===== src/rtl/fetch_unit.sv =====
// Dual-issue instruction fetch: issues line reads to a 1-cycle imem,
// buffers returned pairs in a small FIFO, handles branch redirects.
// Ports: clock_i/reset_n_i, imem_addr_o/imem_stall_o/imem_data_i,
//        redirect_i/redirect_addr_i, out_valid_o/out_ready_i + pair fields.
module fetch_unit #(
    parameter int ADDR_W     = 10,
    parameter int DEPTH      = 4,
    parameter int RESET_LINE = 0
) (
    input  logic              clock_i,
    input  logic              reset_n_i,
    output logic [ADDR_W-1:0] imem_addr_o,
    output logic              imem_stall_o,
    input  logic [63:0]       imem_data_i,
    input  logic              redirect_i,
    input  logic [31:0]       redirect_addr_i,
    output logic              out_valid_o,
    input  logic              out_ready_i,
    output logic [31:0]       out_inst0_o,
    output logic [31:0]       out_inst1_o,
    output logic              out_v0_o,
    output logic              out_v1_o,
    output logic [31:0]       out_pc_o
);

    localparam int PW = $clog2(DEPTH);
    localparam int CW = PW + 1;
    localparam logic [ADDR_W-1:0] RST_L = ADDR_W'(RESET_LINE);

    typedef struct packed {
        logic [63:0]       data;
        logic              v0;
        logic [ADDR_W-1:0] line;
    } ent_t;

    logic [ADDR_W-1:0] fetch_line_q, fetch_line_d;
    logic [ADDR_W-1:0] infl_line_q, infl_line_d;
    logic              inflight_q, inflight_d;
    logic              infl_skip_q, infl_skip_d;
    logic              skip_q, skip_d;
    logic [CW-1:0]     count_q, count_d;
    logic [PW-1:0]     rd_q, rd_d;
    logic [PW-1:0]     wr_q, wr_d;
    ent_t              fifo_q [DEPTH];

    logic          issue;
    logic          push;
    logic          pop;
    logic [CW-1:0] credit;
    ent_t          head;

    // Bits of the redirect target outside the line/slot fields are ignored.
    logic unused_addr;
    assign unused_addr = ^{redirect_addr_i[31:ADDR_W+3],
                           redirect_addr_i[1:0]};

    // A request is only issued if a FIFO slot is reserved for its response.
    assign credit = count_q + CW'(inflight_q);
    assign issue  = reset_n_i & ~redirect_i & (credit < CW'(DEPTH));
    assign push   = inflight_q & ~redirect_i;
    assign pop    = out_valid_o & out_ready_i & ~redirect_i;

    assign imem_addr_o  = reset_n_i ? fetch_line_q : RST_L;
    assign imem_stall_o = ~issue;

    assign head        = fifo_q[rd_q];
    assign out_valid_o = (count_q != '0);
    assign out_inst0_o = out_valid_o ? head.data[31:0] : '0;
    assign out_inst1_o = out_valid_o ? head.data[63:32] : '0;
    assign out_v0_o    = out_valid_o & head.v0;
    assign out_v1_o    = out_valid_o;
    assign out_pc_o    = out_valid_o ? 32'({head.line, 3'b000}) : '0;

    always_comb begin
        fetch_line_d = fetch_line_q;
        infl_line_d  = infl_line_q;
        infl_skip_d  = infl_skip_q;
        inflight_d   = issue;
        skip_d       = skip_q;
        count_d      = count_q;
        rd_d         = rd_q;
        wr_d         = wr_q;
        if (redirect_i) begin
            fetch_line_d = redirect_addr_i[ADDR_W+2:3];
            skip_d       = redirect_addr_i[2];
            count_d      = '0;
            rd_d         = '0;
            wr_d         = '0;
        end else begin
            if (issue) begin
                fetch_line_d = fetch_line_q + ADDR_W'(1);
                infl_line_d  = fetch_line_q;
                infl_skip_d  = skip_q;
                skip_d       = 1'b0;
            end
            if (push) wr_d = wr_q + PW'(1);
            if (pop)  rd_d = rd_q + PW'(1);
            count_d = count_q + CW'(push) - CW'(pop);
        end
    end

    always_ff @(posedge clock_i) begin
        if (!reset_n_i) begin
            fetch_line_q <= RST_L;
            infl_line_q  <= '0;
            infl_skip_q  <= 1'b0;
            inflight_q   <= 1'b0;
            skip_q       <= 1'b0;
            count_q      <= '0;
            rd_q         <= '0;
            wr_q         <= '0;
        end else begin
            fetch_line_q <= fetch_line_d;
            infl_line_q  <= infl_line_d;
            infl_skip_q  <= infl_skip_d;
            inflight_q   <= inflight_d;
            skip_q       <= skip_d;
            count_q      <= count_d;
            rd_q         <= rd_d;
            wr_q         <= wr_d;
        end
    end

    always_ff @(posedge clock_i) begin
        if (reset_n_i && push) begin
            fifo_q[wr_q] <= '{data: imem_data_i,
                              v0:   ~infl_skip_q,
                              line: infl_line_q};
        end
    end

    always_ff @(posedge clock_i) begin
        if (reset_n_i) begin
            assert (!(push && count_q == CW'(DEPTH)));
        end
    end

endmodule


===== config.mk =====
export PLATFORM = sky130hd
export DESIGN_NAME = fetch_unit
export DESIGN_NICKNAME = d
export VERILOG_FILES = /design/src/rtl/fetch_unit.sv
export SDC_FILE = /design/constraint.sdc
export NUM_CORES = 1
export LEC_CHECK = 0
export CAP_MARGIN = 20
export CORE_MARGIN = 2
export CORE_UTILIZATION = 35
export DETAILED_ROUTE_END_ITERATION = 10
export SLEW_MARGIN = 20
export SYNTH_ARGS = -nofsm -noshare
export SYNTH_HDL_FRONTEND = slang
export SYNTH_SLANG_ARGS = --single-unit
export TNS_END_PERCENT = 100

===== constraint.sdc =====
create_clock -name clock_i -period 3 [get_ports clock_i]
set_input_delay 0.45 -clock clock_i [delete_from_list [all_inputs] [get_ports clock_i]]
set_output_delay 0.45 -clock clock_i [all_outputs]
set_load 0.05 [all_outputs]

==> flow_summary.toml, run 1 <==
[logic_synthesis]
async_reset_ff_share_pct = 0
synth_top_area_share_pct = 69.3
synth_common_cells = "edfxtp_1 (300), and2_1 (84), mux4_2 (75)"
synth_seq_area_share_pct = 74.2
ys_warn_count = 0
avgSynthCellArea_um2 = 19.2
synth_seq_cells = 332
syn_area_um2 = 13000
synth_edf_count = 300
synth_area_leader_cell = "edfxtp_1"
synthCells = 679
yosysMostFrequentCell = "edfxtp_1"
synth.distinct_cells = 39
synthFlopType = "edfxtp_1"
synth.area.top_cells = "edfxtp_1 (69%), mux4_2 (13%), dfxtp_1 (4.9%)"

[critical_path]
start_kind = "register"
worst_ep_required_time_ns = 2.55
crit_arrival_ns = 2.38
cp-end-kind = "output port"
criticalPathCategory = "reg -> out"
crit_fanout = 28

[clock_tree]
cts_max_path_buffers = 3
clock-sinks = 332
root_buffer = "clkbuf_16"
clock_latency_ns = 0.51
clk_pin_slew_worst_paths_ns = 0.06
cts_tree = "yes"
cts_buffers = 38
ctsHoldBuffers = 0
cts-htree-levels = 2

[routing]
avgViaCountPerCell = 4.83
drtIter0Drc = 345
final_antenna_net_count = 0
wl_per_cell_um = 19.2
vias = 6612
drc = 0
dr.pass1.iters = 4
routed_wl_um = 26300

[timing]
clock_skew_ns = 0.0148
fmax_mhz = 354
finalHoldViolations = 0
max_slew_margin_pct = 63.8
drv_slew = 0
setup-violations-final = 0
rsz0062_at_grt = "false"
max_slew.worst_pin.slew_ns = 0.545
fin_crit_ns = 2.83
finalSetupTns_ns = 0
hold_slack_ns = 0.473
min_period_over_period_pct = 94.3

[finish]
fin_nets = 984
area_growth_pct = 25.5
final_layout_size_suffix_gt1_share_pct = 25.0
final_area_um2 = 16300

[global_routing]
antenna_found_initial = 0
first_global_vias = 6959
grt_first_pass_wirelength_um = 40200
overflow = 0
grtUsageTotal_pct = 13.6
grt_start_max_net_pins = 49

[power_and_ir_drop]
peakVddDrop_mv = 0.309
p_sw_share_pct = 21.1
combPwrFrac_pct = 5.4
power_density_nw_per_um2 = 594
intPower_mw = 7.64
p_leak_nw = 5.55
pwr-share-seq_pct = 52.7
p_clk_share_pct = 41.9
switchingPower_mw = 2.05

[outcome]
status = "finished, final reports clean"

[floorplanning]
core_area_um2 = 36600
die_w_um = 197
io_pins = 210
die_h_um = 197
start_util_pct = 35.5
num_rows = 70
die_area_um2 = 38700

[placement]
placed_area_um2 = 15300
place.gp.congestion = 0.723
dp_hpwl_um = 16200
io_buffers = 166

[run]
maxCapViolations = 0

[worst_hold_path]
min_path_type = "reg -> reg"
## area by class of cell
cell class | count | area (um2)
fillers | 3200 | 20300
flip-flops and latches | 332 | 9660
multi-input cells | 301 | 3090
repair buffers | 194 | 1870
clock buffers | 50 | 1020
well taps | 468 | 586
clock inverters | 13 | 66.3
inverters | 9 | 33.8
diodes | 1 | 2.50
## per-layer routing
metal | vias up | global-route usage [%] | wire length (um)
met4 | 0 | 3.62 | 527
met5 | - | 0 | 0
met2 | 161 | 22.5 | 12700
li1 | 3022 | - | -
met1 | 3385 | 18.4 | 11800
met3 | 44 | 2.79 | 1260
## kinds of logic after synthesis
logic type / count (synthesis) / share of synthesized area, %
adders and majority gates: 8 / 0.827
xor gates and xnor gates: 8 / 0.683
DFF: 332 / 74.2
AOI/OAI and AO/OA: 38 / 1.67
muxes: 76 / 13.1
other: 1 / 0.0288
buffers and inverters: 67 / 2.81
and+or+nand+nor: 149 / 6.71
## what timing repair did
item,in CTS,in global routing
endpoints found under the setup margin,26,4
cloned,0,0
gates resized for setup,26,2
endpoints found under the hold margin,0,0
setup buffers,0,0
pin swaps,0,0
## metrics by stage
stage	utilization [%]	cells	worst slack, ns	power (mW)
6_report	44.6	1368	0.172	9.69
5_1_grt	44.6	1367	0.0114	10.0
4_1_cts	44.6	1367	0.0403	9.82
3_5_place_dp	41.7	1304	0.406	5.73
3_3_place_gp	41.7	1304	0.396	5.73
2_1_floorplan	-	700	0.558	5.51
## state kept, by name, indices dropped and copies added (netlist names), named ones only
signal,flops
fifo_q,300
fetch_line_q,10
infl_line_q,10
count_q,3
rd_q,2
wr_q,2
infl_skip_q,1
inflight_q,1
skip_q,1
## cells in the final DEF, fill, tap and decap left out, types with 15 or more instances in the layout
cell	count
and2_1	84
buf_4	74
mux4_2	75
conb_1	22
dlygate4sd2_1	25
clkbuf_16	39
dfxtp_1	30
edfxtp_1	300
clkdlybuf4s50_1	78
nand3_1	15
nand2_1	17
## path summary, 6_finish.rpt
kind	startpoint	to	slack, ns	cells past startpoint
setup / recovery	register	out_inst0_o[25]	0.17	5
hold / removal	skip_q	infl_skip_q	0.47	2
hold reg to reg	skip_q	infl_skip_q	0.47	2
setup reg to reg	count_q[2]	count_q[2]	0.49	10
## power by group through the flow
stage | clock [mW] | combinational, mW | sequential [mW]
3_3_place_gp | 0 | 0.528 | 5.20
6_report | 4.06 | 0.525 | 5.10
3_5_place_dp | 0 | 0.533 | 5.20
5_1_grt | 4.39 | 0.559 | 5.11
4_1_cts | 4.18 | 0.529 | 5.10
2_1_floorplan | 0 | 0.316 | 5.19
## worst max-delay path: stages (launching register included)
cell     delay (ns)
dfxtp_4        0.37
buf_12         0.26
buf_12         0.29
mux4_2         0.55
and2_1         0.19
buf_4          0.19
Note: power is estimated with default switching activity, not from simulation.
==> inputs of run 2 (changes only) <==
- CORE_UTILIZATION: 35 -> 40
- DONT_BUFFER_PORTS: default -> 1
- SLEW_MARGIN: 20 -> default
==> run 2 against run 1 <==
Effect of this change: non-clock buffer count shrank 179; critical endpoint is now out_inst0_o[21]; critical path depth is 2 lower; sequential share of layout area up 6.6 points; count of clock-buffer cells in the layout shrank 3; register-to-register slack improved by 0.10 ns; combinational power shrank 38%; utilization grew 0.89 points; highest routed layer unchanged.
==> flow_summary.toml, run 2 (synthesized netlist as in run 1, its figures left out) <==
[outcome]
status = "finished, final reports clean"

[power_and_ir_drop]
switchingPower_mw = 1.99
intPower_mw = 7.62
combPwrFrac_pct = 3.4
p_sw_share_pct = 20.7
p_clk_share_pct = 43.4
pwr-share-seq_pct = 53.1
power_density_nw_per_um2 = 654
peakVddDrop_mv = 0.308
p_leak_nw = 4.62

[routing]
drtIter0Drc = 337
final_antenna_net_count = 0
vias = 5964
routed_wl_um = 24000
wl_per_cell_um = 20.6
dr.pass1.iters = 4
drc = 0
avgViaCountPerCell = 5.12

[finish]
n_fill_cell = 2717
largest_reg_flops = 300
diodes = 0
regMostFlops = "fifo_q"
largestRegisters = "fifo_q (300), fetch_line_q (10), infl_line_q (10)"
final_layout_size_suffix_gt1_share_pct = 21.6
multi_input_area_um2 = 3090
ff_latch_area_um2 = 9660
utilization_pct = 45.5
fin_nets = 803
final_common_cell = "edfxtp_1"
final_cell_mix = "edfxtp_1 (300), and2_1 (84), mux4_2 (75)"
area_growth_pct = 12.9

[run]
maxCapViolations = 0

[critical_path]
r2r-start = "count_q[2]"
cp-end-kind = "output port"
start_kind = "register"
criticalPathCategory = "reg -> out"
worst_ep_required_time_ns = 2.55
reg2reg_to = "count_q[2]"
crit_arrival_ns = 2.32
r2r_cells = 10
crit_fanout = 28
reg2reg_slack_ns = 0.59

[global_routing]
grt_start_max_net_pins = 79
grt_first_pass_wirelength_um = 36100
grtUsageTotal_pct = 14.0
overflow = 0
first_global_vias = 6303
antenna_found_initial = 0

[worst_hold_path]
worstHoldStart = "imem_data_i[41]"
min_path_type = "in -> reg"
worstHoldEndpoint = "fifo_q[3][52]"
whs_path_depth = 0

[placement]
place.gp.congestion = 0.817
io_buffers = 0
dp_hpwl_um = 14500

[timing]
clock_skew_ns = 0.0203
setup-violations-final = 0
fmax_mhz = 361
rsz0062_at_grt = "false"
drv_slew = 0
max_slew_margin_pct = 39.5
max_slew.worst_pin.slew_ns = 0.904
finalHoldViolations = 0
finalSetupTns_ns = 0
fin_crit_ns = 2.77
min_period_over_period_pct = 92.4

[clock_tree]
clock_latency_ns = 0.51
clock-sinks = 332
cts-resized-gates = 0
cts-htree-levels = 2
cts_tree = "yes"
cts_max_path_buffers = 3
root_buffer = "clkbuf_16"
ctsHoldBuffers = 0
clk_pin_slew_worst_paths_ns = 0.06
cts_setup_buffers = 0
cts_buffers = 36

[floorplanning]
core_area_um2 = 32300
num_rows = 66
die_area_um2 = 34000
die_h_um = 184
start_util_pct = 40.3
io_pins = 210
die_w_um = 184
## run 2: routing by layer
| layer | share of wire [%] | up-vias | track usage, % | routed length [um] |
|---|---|---|---|---|
| li1 | - | 2658 | - | - |
| met1 | 39 | 3078 | 16.9 | 9460 |
| met2 | 50 | 193 | 23.8 | 12100 |
| met3 | 8.5 | 35 | 4.90 | 2040 |
| met4 | 1.8 | 0 | 4.16 | 434 |
| met5 | 0 | - | 0 | 0 |
## run 2: metrics by stage
step	hold slack (ns)	std cells	instance area, um2	worst slack (ns)	total power, mW
CTS	0.00806	1165	14700	0.145	9.73
global placement	0.456	1099	13500	0.597	5.52
detailed placement	0.466	1099	13500	0.578	5.53
global route	0.00621	1165	14700	0.0771	9.91
floorplan	0.436	700	13100	0.558	5.51
finish	0.0344	1165	14700	0.229	9.61
## run 2: worst max-delay path by stage
stage | endpoint
floorplan | fifo_q[0][0]
global placement | count_q[2]
detailed placement | count_q[2]
CTS | out_inst0_o[21]
global route | out_inst0_o[21]
finish | out_inst0_o[21]
## run 2: worst max-delay path, cell delays in order (launching register included)
cell,delay [ns]
dfxtp_4,0.36
buf_4,0.47
mux4_2,0.58
and2_1,0.36
## run 2: power groups by stage
stage	combinational, mW	sequential, mW	clock, mW
2_1_floorplan	0.316	5.19	0
3_3_place_gp	0.326	5.20	0
3_5_place_dp	0.330	5.20	0
4_1_cts	0.331	5.10	4.29
5_1_grt	0.348	5.11	4.46
6_report	0.328	5.10	4.17
## run 2: area by class of cell
class	count	area share, %
clock inverters	19	1.10
well taps	442	3.77
inverters	9	0.230
flip-flops and latches	332	65.8
multi-input cells	301	21.1
clock buffers	47	6.63
repair buffers	15	1.45
